--- src/rtl/riscv_pkg.sv ---
// riscv_pkg
// Shared RISC-V constants for the writeback slice.
//   XLEN, REG_ADDR_W      : datapath and register-address widths
//   F3_LB .. F3_LHU       : load funct3 encodings
//   ldEntry_t, LD_ENTRY_W : layout of one buffered load return (rd, funct3, byte offset, raw word)
package riscv_pkg;

   localparam int XLEN       = 32;
   localparam int REG_ADDR_W = 5;

   localparam logic [2:0] F3_LB  = 3'b000;
   localparam logic [2:0] F3_LH  = 3'b001;
   localparam logic [2:0] F3_LW  = 3'b010;
   localparam logic [2:0] F3_LBU = 3'b100;
   localparam logic [2:0] F3_LHU = 3'b101;

   typedef struct packed {
      logic [REG_ADDR_W-1:0] rd;
      logic [2:0]            funct3;
      logic [1:0]            byteOff;
      logic [XLEN-1:0]       rdata;
   } ldEntry_t;

   localparam int LD_ENTRY_W = $bits(ldEntry_t);

endpackage

--- src/rtl/wb_load_fifo.sv ---
// wb_load_fifo
// Synchronous FIFO holding raw load returns until the writeback port is free.
// Full/empty come from the registered occupancy count, so a full FIFO never
// accepts a push in the same cycle it pops.
//   clk, rst      : clock, asynchronous active-high reset
//   i_push        : write i_pushData (ignored when full)
//   i_pushData    : entry to enqueue
//   i_pop         : drop the head entry (ignored when empty)
//   o_headData    : current head entry
//   o_full        : count == DEPTH
//   o_empty       : count == 0
module wb_load_fifo #(
   parameter int DEPTH = 2,
   parameter int WIDTH = 42
) (
   input  logic             clk,
   input  logic             rst,
   input  logic             i_push,
   input  logic [WIDTH-1:0] i_pushData,
   input  logic             i_pop,
   output logic [WIDTH-1:0] o_headData,
   output logic             o_full,
   output logic             o_empty
);

   localparam int PW = $clog2(DEPTH);
   localparam int CW = PW + 1;

   logic [WIDTH-1:0] r_mem [DEPTH];
   logic [PW-1:0]    r_wrPtr;
   logic [PW-1:0]    r_rdPtr;
   logic [CW-1:0]    r_count;
   logic             w_doPush;
   logic             w_doPop;

   assign o_full     = (r_count == CW'(DEPTH));
   assign o_empty    = (r_count == '0);
   assign w_doPush   = i_push && !o_full;
   assign w_doPop    = i_pop && !o_empty;
   assign o_headData = r_mem[r_rdPtr];

   // Pointers wrap naturally because DEPTH is a power of two; a simultaneous
   // push and pop leaves the count unchanged.
   always_ff @(posedge clk or posedge rst) begin
      if (rst) begin
         r_wrPtr <= '0;
         r_rdPtr <= '0;
         r_count <= '0;
      end else begin
         if (w_doPush) r_wrPtr <= r_wrPtr + 1'b1;
         if (w_doPop)  r_rdPtr <= r_rdPtr + 1'b1;
         case ({w_doPush, w_doPop})
            2'b10:   r_count <= r_count + 1'b1;
            2'b01:   r_count <= r_count - 1'b1;
            default: r_count <= r_count;
         endcase
      end
   end

   // Storage needs no reset: the count alone decides which entries are live.
   always_ff @(posedge clk) begin
      if (w_doPush) r_mem[r_wrPtr] <= i_pushData;
   end

endmodule

--- src/rtl/writeback_unit.sv ---
// writeback_unit
// Merges single-cycle ALU results and buffered load returns into one registered
// register-file write stream (we, rd, wd). ALU has priority unless the load at the
// FIFO head has waited STARVE_MAX cycles, in which case the load is forced through
// and alu_ready drops for that cycle.
//   clk, rst                       : clock, asynchronous active-high reset
//   alu_valid/alu_ready/alu_rd/alu_result : ALU result handshake
//   ld_valid/ld_ready/ld_rd/ld_funct3/ld_byte_off/ld_rdata : load return handshake
//   we, rd, wd                     : registered register-file write port
// Optional feature macro WB_SCOREBOARD_EN adds ld_issue, ld_issue_rd and busy_mask,
// a per-register pending-load mask.
module writeback_unit
   import riscv_pkg::*;
#(
   parameter int LD_DEPTH   = 2,
   parameter int STARVE_MAX = 4
) (
   input  logic                  clk,
   input  logic                  rst,
   input  logic                  alu_valid,
   output logic                  alu_ready,
   input  logic [REG_ADDR_W-1:0] alu_rd,
   input  logic [XLEN-1:0]       alu_result,
   input  logic                  ld_valid,
   output logic                  ld_ready,
   input  logic [REG_ADDR_W-1:0] ld_rd,
   input  logic [2:0]            ld_funct3,
   input  logic [1:0]            ld_byte_off,
   input  logic [XLEN-1:0]       ld_rdata,
`ifdef WB_SCOREBOARD_EN
   input  logic                  ld_issue,
   input  logic [REG_ADDR_W-1:0] ld_issue_rd,
   output logic [XLEN-1:0]       busy_mask,
`endif
   output logic                  we,
   output logic [REG_ADDR_W-1:0] rd,
   output logic [XLEN-1:0]       wd
);

   localparam int SW = $clog2(STARVE_MAX + 1);

   ldEntry_t              w_pushEntry;
   ldEntry_t              w_head;
   logic                  w_full;
   logic                  w_empty;
   logic                  w_force;
   logic                  w_takeAlu;
   logic                  w_popLoad;
   logic [7:0]            w_byte;
   logic [15:0]           w_half;
   logic [XLEN-1:0]       w_ldData;
   logic                  w_nextWe;
   logic [REG_ADDR_W-1:0] w_nextRd;
   logic [XLEN-1:0]       w_nextWd;
   logic [SW-1:0]         r_starveCnt;
   logic                  r_we;
   logic [REG_ADDR_W-1:0] r_rd;
   logic [XLEN-1:0]       r_wd;

   assign w_pushEntry = '{rd: ld_rd, funct3: ld_funct3, byteOff: ld_byte_off, rdata: ld_rdata};

   wb_load_fifo #(
      .DEPTH (LD_DEPTH),
      .WIDTH (LD_ENTRY_W)
   ) u_loadFifo (
      .clk        (clk),
      .rst        (rst),
      .i_push     (ld_valid && ld_ready),
      .i_pushData (w_pushEntry),
      .i_pop      (w_popLoad),
      .o_headData (w_head),
      .o_full     (w_full),
      .o_empty    (w_empty)
   );

   assign ld_ready  = !w_full;
   assign w_force   = (r_starveCnt == SW'(STARVE_MAX)) && !w_empty;
   assign alu_ready = !w_force;
   assign w_takeAlu = alu_valid && !w_force;
   assign w_popLoad = w_force || (!alu_valid && !w_empty);

   // Load extension: the byte lane comes from the full offset, the halfword lane
   // only from off[1], so misaligned halfwords quietly round down. Unknown funct3
   // values fall back to a plain word.
   always_comb begin
      w_byte = w_head.rdata[{w_head.byteOff, 3'b000} +: 8];
      w_half = w_head.rdata[{w_head.byteOff[1], 4'b0000} +: 16];
      case (w_head.funct3)
         F3_LB:   w_ldData = {{24{w_byte[7]}}, w_byte};
         F3_LH:   w_ldData = {{16{w_half[15]}}, w_half};
         F3_LBU:  w_ldData = {24'h0, w_byte};
         F3_LHU:  w_ldData = {16'h0, w_half};
         default: w_ldData = w_head.rdata;
      endcase
   end

   // Next write-port value. A retire to x0 still consumes the entry but leaves
   // the port idle with rd and wd at zero.
   always_comb begin
      w_nextWe = 1'b0;
      w_nextRd = '0;
      w_nextWd = '0;
      if (w_takeAlu) begin
         if (alu_rd != '0) begin
            w_nextWe = 1'b1;
            w_nextRd = alu_rd;
            w_nextWd = alu_result;
         end
      end else if (w_popLoad) begin
         if (w_head.rd != '0) begin
            w_nextWe = 1'b1;
            w_nextRd = w_head.rd;
            w_nextWd = w_ldData;
         end
      end
   end

   // Output register plus the starvation counter, which measures how long the
   // current head has been passed over and saturates at the forcing threshold.
   always_ff @(posedge clk or posedge rst) begin
      if (rst) begin
         r_we        <= 1'b0;
         r_rd        <= '0;
         r_wd        <= '0;
         r_starveCnt <= '0;
      end else begin
         r_we <= w_nextWe;
         r_rd <= w_nextRd;
         r_wd <= w_nextWd;
         if (w_empty || w_popLoad)
            r_starveCnt <= '0;
         else if (r_starveCnt != SW'(STARVE_MAX))
            r_starveCnt <= r_starveCnt + 1'b1;
      end
   end

   assign we = r_we;
   assign rd = r_rd;
   assign wd = r_wd;

`ifdef WB_SCOREBOARD_EN
   logic [XLEN-1:0] r_busyMask;
   logic [XLEN-1:0] w_setMask;
   logic [XLEN-1:0] w_clrMask;

   // The clear is taken from the pop decision so the bit falls on the same edge
   // that raises we for that load; OR-ing the set last lets a new issue win.
   always_comb begin
      w_setMask = '0;
      w_clrMask = '0;
      if (ld_issue && (ld_issue_rd != '0)) w_setMask[ld_issue_rd] = 1'b1;
      if (w_popLoad && (w_head.rd != '0))  w_clrMask[w_head.rd]   = 1'b1;
   end

   // Pending-load mask; x0 can never be set, so bit 0 stays clear.
   always_ff @(posedge clk or posedge rst) begin
      if (rst) r_busyMask <= '0;
      else     r_busyMask <= (r_busyMask & ~w_clrMask) | w_setMask;
   end

   assign busy_mask = r_busyMask;
`endif

endmodule
--- config.mk ---
export PLATFORM = sky130hd
export DESIGN_NAME = writeback_unit
export DESIGN_NICKNAME = d
export VERILOG_FILES = /design/src/rtl/riscv_pkg.sv /design/src/rtl/wb_load_fifo.sv /design/src/rtl/writeback_unit.sv
export SDC_FILE = /design/constraint.sdc
export NUM_CORES = 1
export LEC_CHECK = 0
export ABC_CLOCK_PERIOD_IN_PS = 4150
export BUFFER_PORTS_ARGS = -buffer_cell sky130_fd_sc_hd__buf_4
export CAP_MARGIN = 20
export CORE_ASPECT_RATIO = 2
export CORE_MARGIN = 2
export CORE_UTILIZATION = 54
export CTS_CLUSTER_DIAMETER = 60
export DETAILED_ROUTE_END_ITERATION = 8
export GPL_ROUTABILITY_DRIVEN = 1
export PLACE_DENSITY = 0.77
export SLEW_MARGIN = 10
export SYNTH_ARGS = -nofsm -noshare
export SYNTH_HDL_FRONTEND = slang
export SYNTH_SLANG_ARGS = --single-unit
--- constraint.sdc ---
create_clock -name clk -period 4.15 [get_ports clk]
set_input_delay 0.415 -clock clk [delete_from_list [all_inputs] [get_ports clk]]
set_output_delay 0.415 -clock clk [all_outputs]
set_load 0.01 [all_outputs]
# --- Yosys cells after proc, flatten, opt, wreduce, memory -nomap -nowiden ---
# Memories as Yosys holds them, arrays and structs flattened.
# Index checks and enable logic that the tools add are counted.
totals:
  ram_bits: 84
  reg_bits: 45
  out_inout_bits: 40
  inputBits: 83
  word_cells: 59
  mem_count: 1
mem_list:
  columns: ["memory", "words", "width", "read_ports", "rd_clocked_by_memory_dff", "wr", "line", "text"]
  rows:
  - ["u_loadFifo.r_mem", 2, 42, 1, 0, 1, "wb_load_fifo.sv:29", "logic [WIDTH-1:0] r_mem [DEPTH];"]
op_classes:
  n_shift: 2
  reduce_logical: 18
  n_mux: 18
  addsub: 5
  eq_ne: 8
op_table:
  columns: ["cell", "count"]
  rows:
  - ["32-bit 2-to-1 mux", 4]
  - ["32-bit case mux with 4 select lines", 1]
  - ["32-bit by 6-bit indexed part select with 16-bit output", 1]
  - ["32-bit by 6-bit indexed part select with 8-bit output", 1]
  - ["5-bit 2-to-1 mux", 4]
  - ["5-bit nonzero test", 2]
  - ["3-bit equality test, second input constant", 3]
  - ["1-bit logical AND", 6]
  - ["1-bit 2-to-1 mux", 6]
  - ["3-bit 2-to-1 mux", 2]
  - ["2-bit equality test, second input constant", 2]
  - ["1-bit zero test", 4]
  - ["2-bit case mux with 2 select lines", 1]
  - ["2-bit nonzero test", 2]
  - ["3-bit by 1-bit adder with 3-bit output, second input constant", 1]
  - ["3-bit by 1-bit equality test with 1-bit output, second input constant", 1]
  - ["3-bit zero test", 1]
  - ["3-bit != test, second input constant", 1]
  - ["1-bit adder, second input constant", 2]
  - ["2-bit by 1-bit adder with 2-bit output, second input constant", 1]
  - ["2-bit by 1-bit equality test with 1-bit output, second input constant", 1]
  - ["2-bit zero test", 1]
  - ["1-bit logical OR", 2]
  - ["2-bit by 1-bit subtractor with 2-bit output, second input constant", 1]

# --- Depth between registers and ports, before layout ---
# Gate-level depths: netlist of run 1.
depth:
  ltp_word: 7
  mapped_depth: 9
  depth_no_buf: 9

# --- Modules after synthesis ---
# A second synthesis of run 1 with hierarchy kept.
unflattened:
  cells_unflattened: 357
  hier_area_um2: 5609.1
modules_own_cells:
  columns: ["module", "instances", "seq_area_each_um2", "cells_each", "area_each_um2"]
  rows:
  - ["wb_load_fifo", 1, 2622.5, 150, 3433.3]
  - ["writeback_unit", 1, 1026.0, 207, 2175.8]

# --- Worst setup path after synthesis of run 1 ---
# OpenSTA, ideal clock, no wires.
synth_timing:
  path_type: "register to register"
  from: "register u_loadFifo.r_count[0]"
  to: "memory u_loadFifo.r_mem[0][0] (enable)"
  synth_period_minus_slack_ns: 3.060
  setup_time_ns: 0.441
  t_arrival_ns: 2.619
  path_buffers: 1
  t_required_ns: 3.709
  path_stages_with_launch: 5
  slack_ns: 1.090
  cell_sequence: "dfrtp_1 > clkbuf_1 > nand2b_1 > nand2_1 > nor2_1"
synth_between:
  elab_chain_len: 6
synth_lines:
  columns: ["item", "line", "text"]
  rows:
  - ["start, declared", "wb_load_fifo.sv:32", "logic [CW-1:0] r_count;"]
  - ["start signal, assigned", "wb_load_fifo.sv:53", "2'b10: r_count <= r_count + 1'b1;"]
  - ["start signal, assigned", "wb_load_fifo.sv:54", "2'b01: r_count <= r_count - 1'b1;"]
  - ["start signal, assigned", "wb_load_fifo.sv:55", "default: r_count <= r_count;"]
  - ["2-bit equality test *", "wb_load_fifo.sv:36", "assign o_full = (r_count == CW'(DEPTH));"]
  - ["1-bit zero test *", "writeback_unit.sv:76", "assign ld_ready = !w_full;"]
  - ["via ld_ready", "writeback_unit.sv:25", "output logic ld_ready,"]
  - ["1-bit logical AND", "writeback_unit.sv:68", ".i_push (ld_valid && ld_ready),"]
  - ["1-bit logical AND *", "wb_load_fifo.sv:38", "assign w_doPush = i_push && !o_full;"]
  - ["1-bit 2-to-1 mux *", "wb_load_fifo.sv:62", "if (w_doPush) r_mem[r_wrPtr] <= i_pushData;"]
  - ["1-bit 2-to-1 mux (implied by the code) *", "wb_load_fifo.sv:62", null]
  - ["end, declared", "wb_load_fifo.sv:29", null]
# The timed path passes the listed nets; every way through them passes the cells marked *.

# --- Worst setup path after layout of run 1 ---
layout_timing:
  from: "register u_loadFifo.r_rdPtr"
  to: "register r_wd[27] (netlist: wd[27])"
layout_between:
  elab_chain_len: 6
  elab_cells_between_ends: 12
  classes_between: "eq/ne: 3; shift: 2; mux: 4; reduce/logical: 2; memory: 1"
layout_lines:
  columns: ["item", "line", "text"]
  rows:
  - ["start, declared", "wb_load_fifo.sv:31", "logic [PW-1:0] r_rdPtr;"]
  - ["start signal, assigned", "wb_load_fifo.sv:51", "if (w_doPop) r_rdPtr <= r_rdPtr + 1'b1;"]
  - ["memory 2 x 42 bit *", null, null]
  - ["32-bit by 6-bit indexed part select with 16-bit output, or another cell as far along", "writeback_unit.sv:87", "w_half = w_head.rdata[{w_head.byteOff[1], 4'b0000} +: 16];"]
  - ["32-bit case mux with 4 select lines", "writeback_unit.sv:88", "case (w_head.funct3)"]
  - ["32-bit 2-to-1 mux *", "writeback_unit.sv:110", "if (w_head.rd != '0) begin"]
  - ["32-bit 2-to-1 mux *", "writeback_unit.sv:109", "end else if (w_popLoad) begin"]
  - ["32-bit 2-to-1 mux *", "writeback_unit.sv:103", "if (w_takeAlu) begin"]
  - ["via w_nextWd[27]", "writeback_unit.sv:54", "logic [XLEN-1:0] w_nextWd;"]
  - ["end signal, assigned", "writeback_unit.sv:129", "r_wd <= w_nextWd;"]
  - ["end, declared", "writeback_unit.sv:58", "logic [XLEN-1:0] r_wd;"]
# Marked as above.
# A chain may end at the register's enable or synchronous reset.

==> impl_results.md, run 1 <==
* PwrDens at 729 nW/µm²
* Reg-to-Reg End: wd[27]
* Top_reg_cell synth: edfxtp_1
* Crit path launch: u_loadFifo.r_rdPtr
* Worst reg2reg startpoint: u_loadFifo.r_rdPtr
* Worst-margin pin slew at slightly above 1 ns
* DR vias at about 3800
* Post-CTS Setup Bufs at 0
* Multiplexer share of the synthesized area at roughly 8.6%
* Clock transition at path regs at 0.06 ns
* FP Rows at 51
* Kind of critical path: reg2reg
* Mapped Area at roughly 5400 µm²
* Initial antenna violation count at 0
* Post-synthesis adder-cell area fraction at less than 1%
* R2R depth at 5
* Clk buf depth at 2
* Syn_nets at 460
* Final wirelength at roughly 13000 µm
* CP Data Required Time at ~4.4 ns
* R2R Setup Slk at about 1.3 ns
* Post-route ant nets at 0
* Final Hold Fails at 0
* DIE WIDTH at around 75 µm
* Ys async rst share at 34.9%
* Fmax at 0.352 GHz
* WL per Instance at between 20 and 25 µm
* Distinct cells, synth at 49
* Sink Count at 129
* Fill cells at approximately 670
* I/O Buffers at approximately 120
* Largest family of logic cells by synthesized area: compound AO/OA/AOI/OAI gates
* Post-synth EDFFs at 84
* Final Core Density at about 73%
* Yosys top cell area share at 46.4%
* Worst setup slack after placement at between 1 and 1.5 ns
* Post-synth top cells: edfxtp_1, dfrtp_1, nand2_1
* Worst setup path endpoint: wd[27]
* Post-synthesis simple-gate area fraction at a little over 8%
* Post-CTS Resized at 0
* Top Metal Used: met4
* Total Power at 5200 µW
* Skew final at roughly 0.011 ns
* DRC Markers at 0
* DIE AREA at roughly 11000 µm²
* DR vias/cell at roughly 6
* H-tree depth at 4
* Met2 routed WL at roughly 7400 µm
* Routed met3 length at around 700 µm
* Worst Slack Setup Final at ~1.3 ns
* Area growth syn-to-layout at 31.1%
* Synth Register Bits at 129
* Number of global-route vias before repair at 3860
* GRT Total Usage at about a quarter
* Synth warn at 0
* Fin crit period at around 2.8 ns
* Setup crit end kind: register
* Wl on met1 at around 4500 µm
* CP Data Arrival Time at 3.13 ns
* I/O Pins at approximately 120
* Crit start category: register
* Worst Path Max Fanout at 31
* Worst vdd ir at about 0.0006 V
* Worst hold slack at ~0.19 ns
* Sequential-to-total area share from yosys stat at between 60% and 70%
* Initial DRC count at 285
* Pre-Repair DR Iteration Count at 6
* Core Area at about 9800 µm²
* Dpl hpwl at roughly 8900 µm
* Synth Area in XOR/XNOR at less than 1%
* Hold Crit Class: in2reg
* Clock latency on the worst-skew pair at 0.41 ns
* Leak pwr at 0.00292 µW
* Ratio of cells with drive above 1 in the final layout at a little over a third
* Syn Area/Cell at about 15 µm²
* Post-Synthesis Cells at between 300 and 400
* Outcome: finished, final reports clean
* Total grt overflow at 0
* Slew Limit Headroom at a little under a third
* Post-synth top area cell: edfxtp_1
* GP Congestion at around 0.85
* Initial Util at between 50% and 60%
* Max-cap violations at 0
* ANT cells at 0
* Tcrit/Tclk final at 68.5%
* Setup TNS at 0 ns
* CTS tree: yes
* Root Driver: clkbuf_16
* Final setup fails at 0
* Total CTS buffers at 17
* Pin count of the biggest net entering global routing at 46
* Synth area leaders: edfxtp_1, dfrtp_1, mux2i_1, a221o_1, mux2_1
* Die Height at roughly 150 µm
* Post-synthesis compound-gate area fraction at between 10% and 20%
* Final nets at 589
* RSZ-0062 raised after global routing: no
* First-pass GRT wire length at about 20000 µm
* Slew Viols, Final at 0
* Cell with the most instances after synthesis: edfxtp_1
critical path, stage by stage, from the launching register on:
cell and delay (ns):
dfrtp_2 0.87, mux2i_4 0.68, mux2i_1 0.21, and3b_1 0.22, o311a_4 0.41, a221o_1 0.31
cell usage in the layout (no fill, tap or decap), types with 3 or more instances in the layout:
cell type / netlist / layout
nor2_1: 10 / 9
edfxtp_1: 84 / 84
a21oi_1: 17 / 17
ha_1: 3 / 3
nor3_1: 9 / 9
nor2b_1: 9 / 9
clkinvlp_4: 0 / 3
nand3_1: 7 / 7
mux2_2: 9 / 9
inv_1: 7 / 6
buf_4: 3 / 127
o21ai_1: 7 / 7
mux2i_1: 19 / 19
a32o_1: 8 / 8
mux2_1: 9 / 9
nor3_2: 3 / 3
clkbuf_16: 0 / 17
dfrtp_1: 45 / 44
xnor2_1: 5 / 5
o21ai_0: 6 / 6
nand2_1: 26 / 26
bufinv_16: 0 / 5
a221o_1: 16 / 16
nand2b_1: 8 / 8
a31oi_1: 7 / 7
a22oi_1: 8 / 8
a211o_1: 7 / 7
where the power goes:
part / total [µW] / switching, µW / internal, µW
combinational: 1630 / 908 / 718
clock: 1590 / 532 / 1060
sequential: 1980 / 208 / 1770
total: 5200 / 1650 / 3550
worst min-delay path by stage:
stage,start,to,cells after the start
after global placement,r_starveCnt[0],r_starveCnt[0],1
final,ld_rdata[28],u_loadFifo.r_mem[0][28],1
after global routing,ld_rdata[28],u_loadFifo.r_mem[0][28],1
after detailed placement,r_starveCnt[0],r_starveCnt[0],1
after CTS,ld_rdata[22],u_loadFifo.r_mem[0][22],1
after floorplan,r_starveCnt[0],r_starveCnt[0],1
layer usage:
| layer | up-vias | track usage [%] |
|---|---|---|
| met3 | 42 | 5.40 |
| met2 | 187 | 44.1 |
| li1 | 1705 | - |
| met1 | 1853 | 27.5 |
| met4 | 0 | 11.7 |
| met5 | - | 0 |
per-stage QoR:
step / cells / area [µm²]
2_1_floorplan: 374 / 5440
4_1_cts: 646 / 7100
3_3_place_gp: 614 / 6460
6_report: 648 / 7130
3_5_place_dp: 614 / 6460
5_1_grt: 648 / 7130
state kept, by name, indices dropped and copies added (netlist names):
name                cells
r_starveCnt             3
rd                      5
u_loadFifo.r_count      2
u_loadFifo.r_wrPtr      1
u_loadFifo.r_rdPtr      1
we                      1
wd                     32
u_loadFifo.r_mem       84
final cells by class:
class                           count  area [µm²]  share of cell area (%)
Clock buffer                       18         429                    6.02
Clock inverter                     14         211                    2.96
Inverter                            7        26.3                   0.368
Multi-Input combinational cell    219        1670                    23.4
Sequential cell                   129        3650                    51.2
Tap cell                          132         165                    2.32
Timing Repair Buffer              129         983                    13.8
cell families (layout without fill, tap and decap cells):
kind of cell	Yosys count	in the layout
flops	129	129
compound gates	86	86
simple gates	83	83
mux	41	41
buf+inv	26	168
xor+xnor	6	6
fa+ha+maj	3	3
what timing repair did:
action,4_1_cts,5_1_grt
setup endpoints to repair,0,0
endpoints found under the hold margin,0,10
hold buffers,0,1
No activity file was read; power rests on OpenSTA's default activity.
==> inputs of run 2 (changes only) <==
ABC_CLOCK_PERIOD_IN_PS = 2900   (was 4150)
clock period = 2.9 ns   (was 4.15 ns; I/O delays follow)
==> impl_results.md, run 2 (synthesis results as in run 1) <==
* Outcome: finished, final reports clean
* Pin count of the biggest net entering global routing at 43 (-6.5%)
* Top Metal Used: met4
* DIE WIDTH at 75.0 µm (unchanged)
* Worst-margin pin slew at 0.893 ns (-0.140 ns)
* I/O Buffers at 122 (unchanged)
* GP Congestion at 0.871 (+2.9%)
* Final setup fails at 0 (unchanged)
* Met2 routed WL at 7470 µm (+1.1%)
* Leak pwr at 0.00294 µW (+0.78%)
* DRC Markers at 0 (unchanged)
* CTS tree: yes
* Routed met3 length at 571 µm (-21%)
* I/O Pins at 123 (unchanged)
* DR vias at 3793 (+0.16%)
* Cts hold-fix bufs at 1 (+1)
* R2R depth at 4 (-1)
* Root Driver: clkbuf_16
* Crit start category: register
* Most common cell after layout, fill and taps aside: buf_4
* Hold Path Cell Cnt at 1 (unchanged)
* Most frequent cells in the layout: buf_4, edfxtp_1, dfrtp_1
* Number of global-route vias before repair at 4012 (+3.9%)
* Kind of critical path: reg2reg
* H-tree depth at 4 (unchanged)
* Sink Count at 129 (unchanged)
* CP Data Required Time at 3.18 ns (-1.26 ns)
* Area growth syn-to-layout at 30.7%
* Final nets at 599 (+1.7%)
* Worst Path Max Fanout at 26 (-16%)
* Tcrit/Tclk final at 87.6% (+19 points)
* First-pass GRT wire length at 20300 µm (+2.6%)
* Ratio of cells with drive above 1 in the final layout at 36.1% (+1.0 points)
* Post-CTS Setup Bufs at 0 (unchanged)
* Clk buf depth at 2 (unchanged)
* Skew final at 0.00568 ns (-0.00498 ns)
* Initial Util at 55.7% (unchanged)
* Total grt overflow at 0 (unchanged)
* Die Height at 146 µm (unchanged)
* WL per Instance at 20.1 µm (-0.31%)
* Clock latency on the worst-skew pair at 0.41 ns (about the same)
* Max-cap violations at 0 (unchanged)
* Final wirelength at 13200 µm (+1.2%)
* Clock transition at path regs at 0.06 ns (about the same)
* Worst vdd ir at 0.000745 V (+26%)
* DR vias/cell at 5.76 (-1.4%)
* Wl on met1 at 4610 µm (+1.8%)
* Fin crit period at 2.54 ns (-0.303 ns)
* Slew Limit Headroom at 40.5% (+9.8 points)
* Post-route ant nets at 0 (unchanged)
* Hold Crit Class: in2reg
* FP Rows at 51 (unchanged)
* Total CTS buffers at 17 (unchanged)
* PwrDens at 1010 nW/µm² (+38%)
* Largest register FFs at 84 (unchanged)
* ANT cells at 0 (unchanged)
* Setup TNS at 0 ns (unchanged)
* Slew Viols, Final at 0 (unchanged)
* Final Hold Fails at 0 (unchanged)
* Reg with most FFs: u_loadFifo.r_mem
* Core Area at 9760 µm² (unchanged)
* Fmax at 0.394 GHz (+12%)
* Fill cells at 700 (+4.2%)
* Dpl hpwl at 9360 µm (+4.7%)
* Total Power at 7150 µW (+38%)
* Initial antenna violation count at 0 (unchanged)
* GRT Total Usage at 25.8% (+0.68 points)
* Pre-Repair DR Iteration Count at 6 (unchanged)
* Post-CTS Resized at 0 (unchanged)
* RSZ-0062 raised after global routing: no
* Setup crit end kind: register
* Initial DRC count at 217 (-24%)
* DIE AREA at 10900 µm² (unchanged)
* CP Data Arrival Time at 2.82 ns (-0.31 ns)
run 2: changes by cell type in the layout (fill, tap and decap cells not counted), sizes merged:
cell / delta
buf: +10
clkbuf: +6
bufinv: -5
clkinvlp: -3
inv: +2
run 2: layout make-up:
class	count	area (µm²)	area share [%]
Timing Repair Buffer	139	1050	14.8
Multi-Input combinational cell	219	1670	23.5
Tap cell	132	165	2.32
Clock buffer	24	504	7.09
Inverter	7	26.3	0.370
Clock inverter	8	47.5	0.669
Sequential cell	129	3650	51.3
run 2: metrics by stage:
stage	hold WS, ns	setup WS (ns)	utilization (%)	instance area, µm²	cells
after global placement	0.311	0.272	67.0	6540	624
final	0.0625	0.359	72.8	7110	658
after floorplan	0.389	0.535	-	5440	374
after CTS	0.0488	0.372	72.8	7110	658
after detailed placement	0.321	0.421	67.1	6550	625
after global routing	0.0454	0.260	72.8	7110	658
run 2: report_power, final:
part           total [µW]  switching, µW  internal, µW
Combinational        2380           1300          1080
Clock                1940            729          1210
Sequential           2830            298          2530
Total                7150           2330          4820
run 2: path summary, 6_finish.rpt:
| path | start | slack, ns | endpoint |
|---|---|---|---|
| max reg2reg | u_loadFifo.r_rdPtr | 0.36 | wd[28] |
| min in group asynchronous | rst | 0.44 | wd[27] |
| max | u_loadFifo.r_rdPtr | 0.36 | wd[28] |
| min | ld_rdata[28] | 0.06 | u_loadFifo.r_mem[1][28] |
| min reg2reg | r_starveCnt[0] | 0.47 | r_starveCnt[0] |
| max in group asynchronous | rst | 1.84 | u_loadFifo.r_rdPtr |
run 2: metal layers:
layer / vias to the layer above / track usage, %
met5: - / 0
met2: 157 / 45.2
met4: 0 / 15.1
li1: 1725 / -
met1: 1880 / 27.0
met3: 31 / 5.12
run 2: worst max-delay path, cell delays in order (launching register included):
cell	delay [ns]
dfrtp_2	0.81
mux2_1	0.58
and3b_1	0.28
o311a_4	0.40
a221o_1	0.32
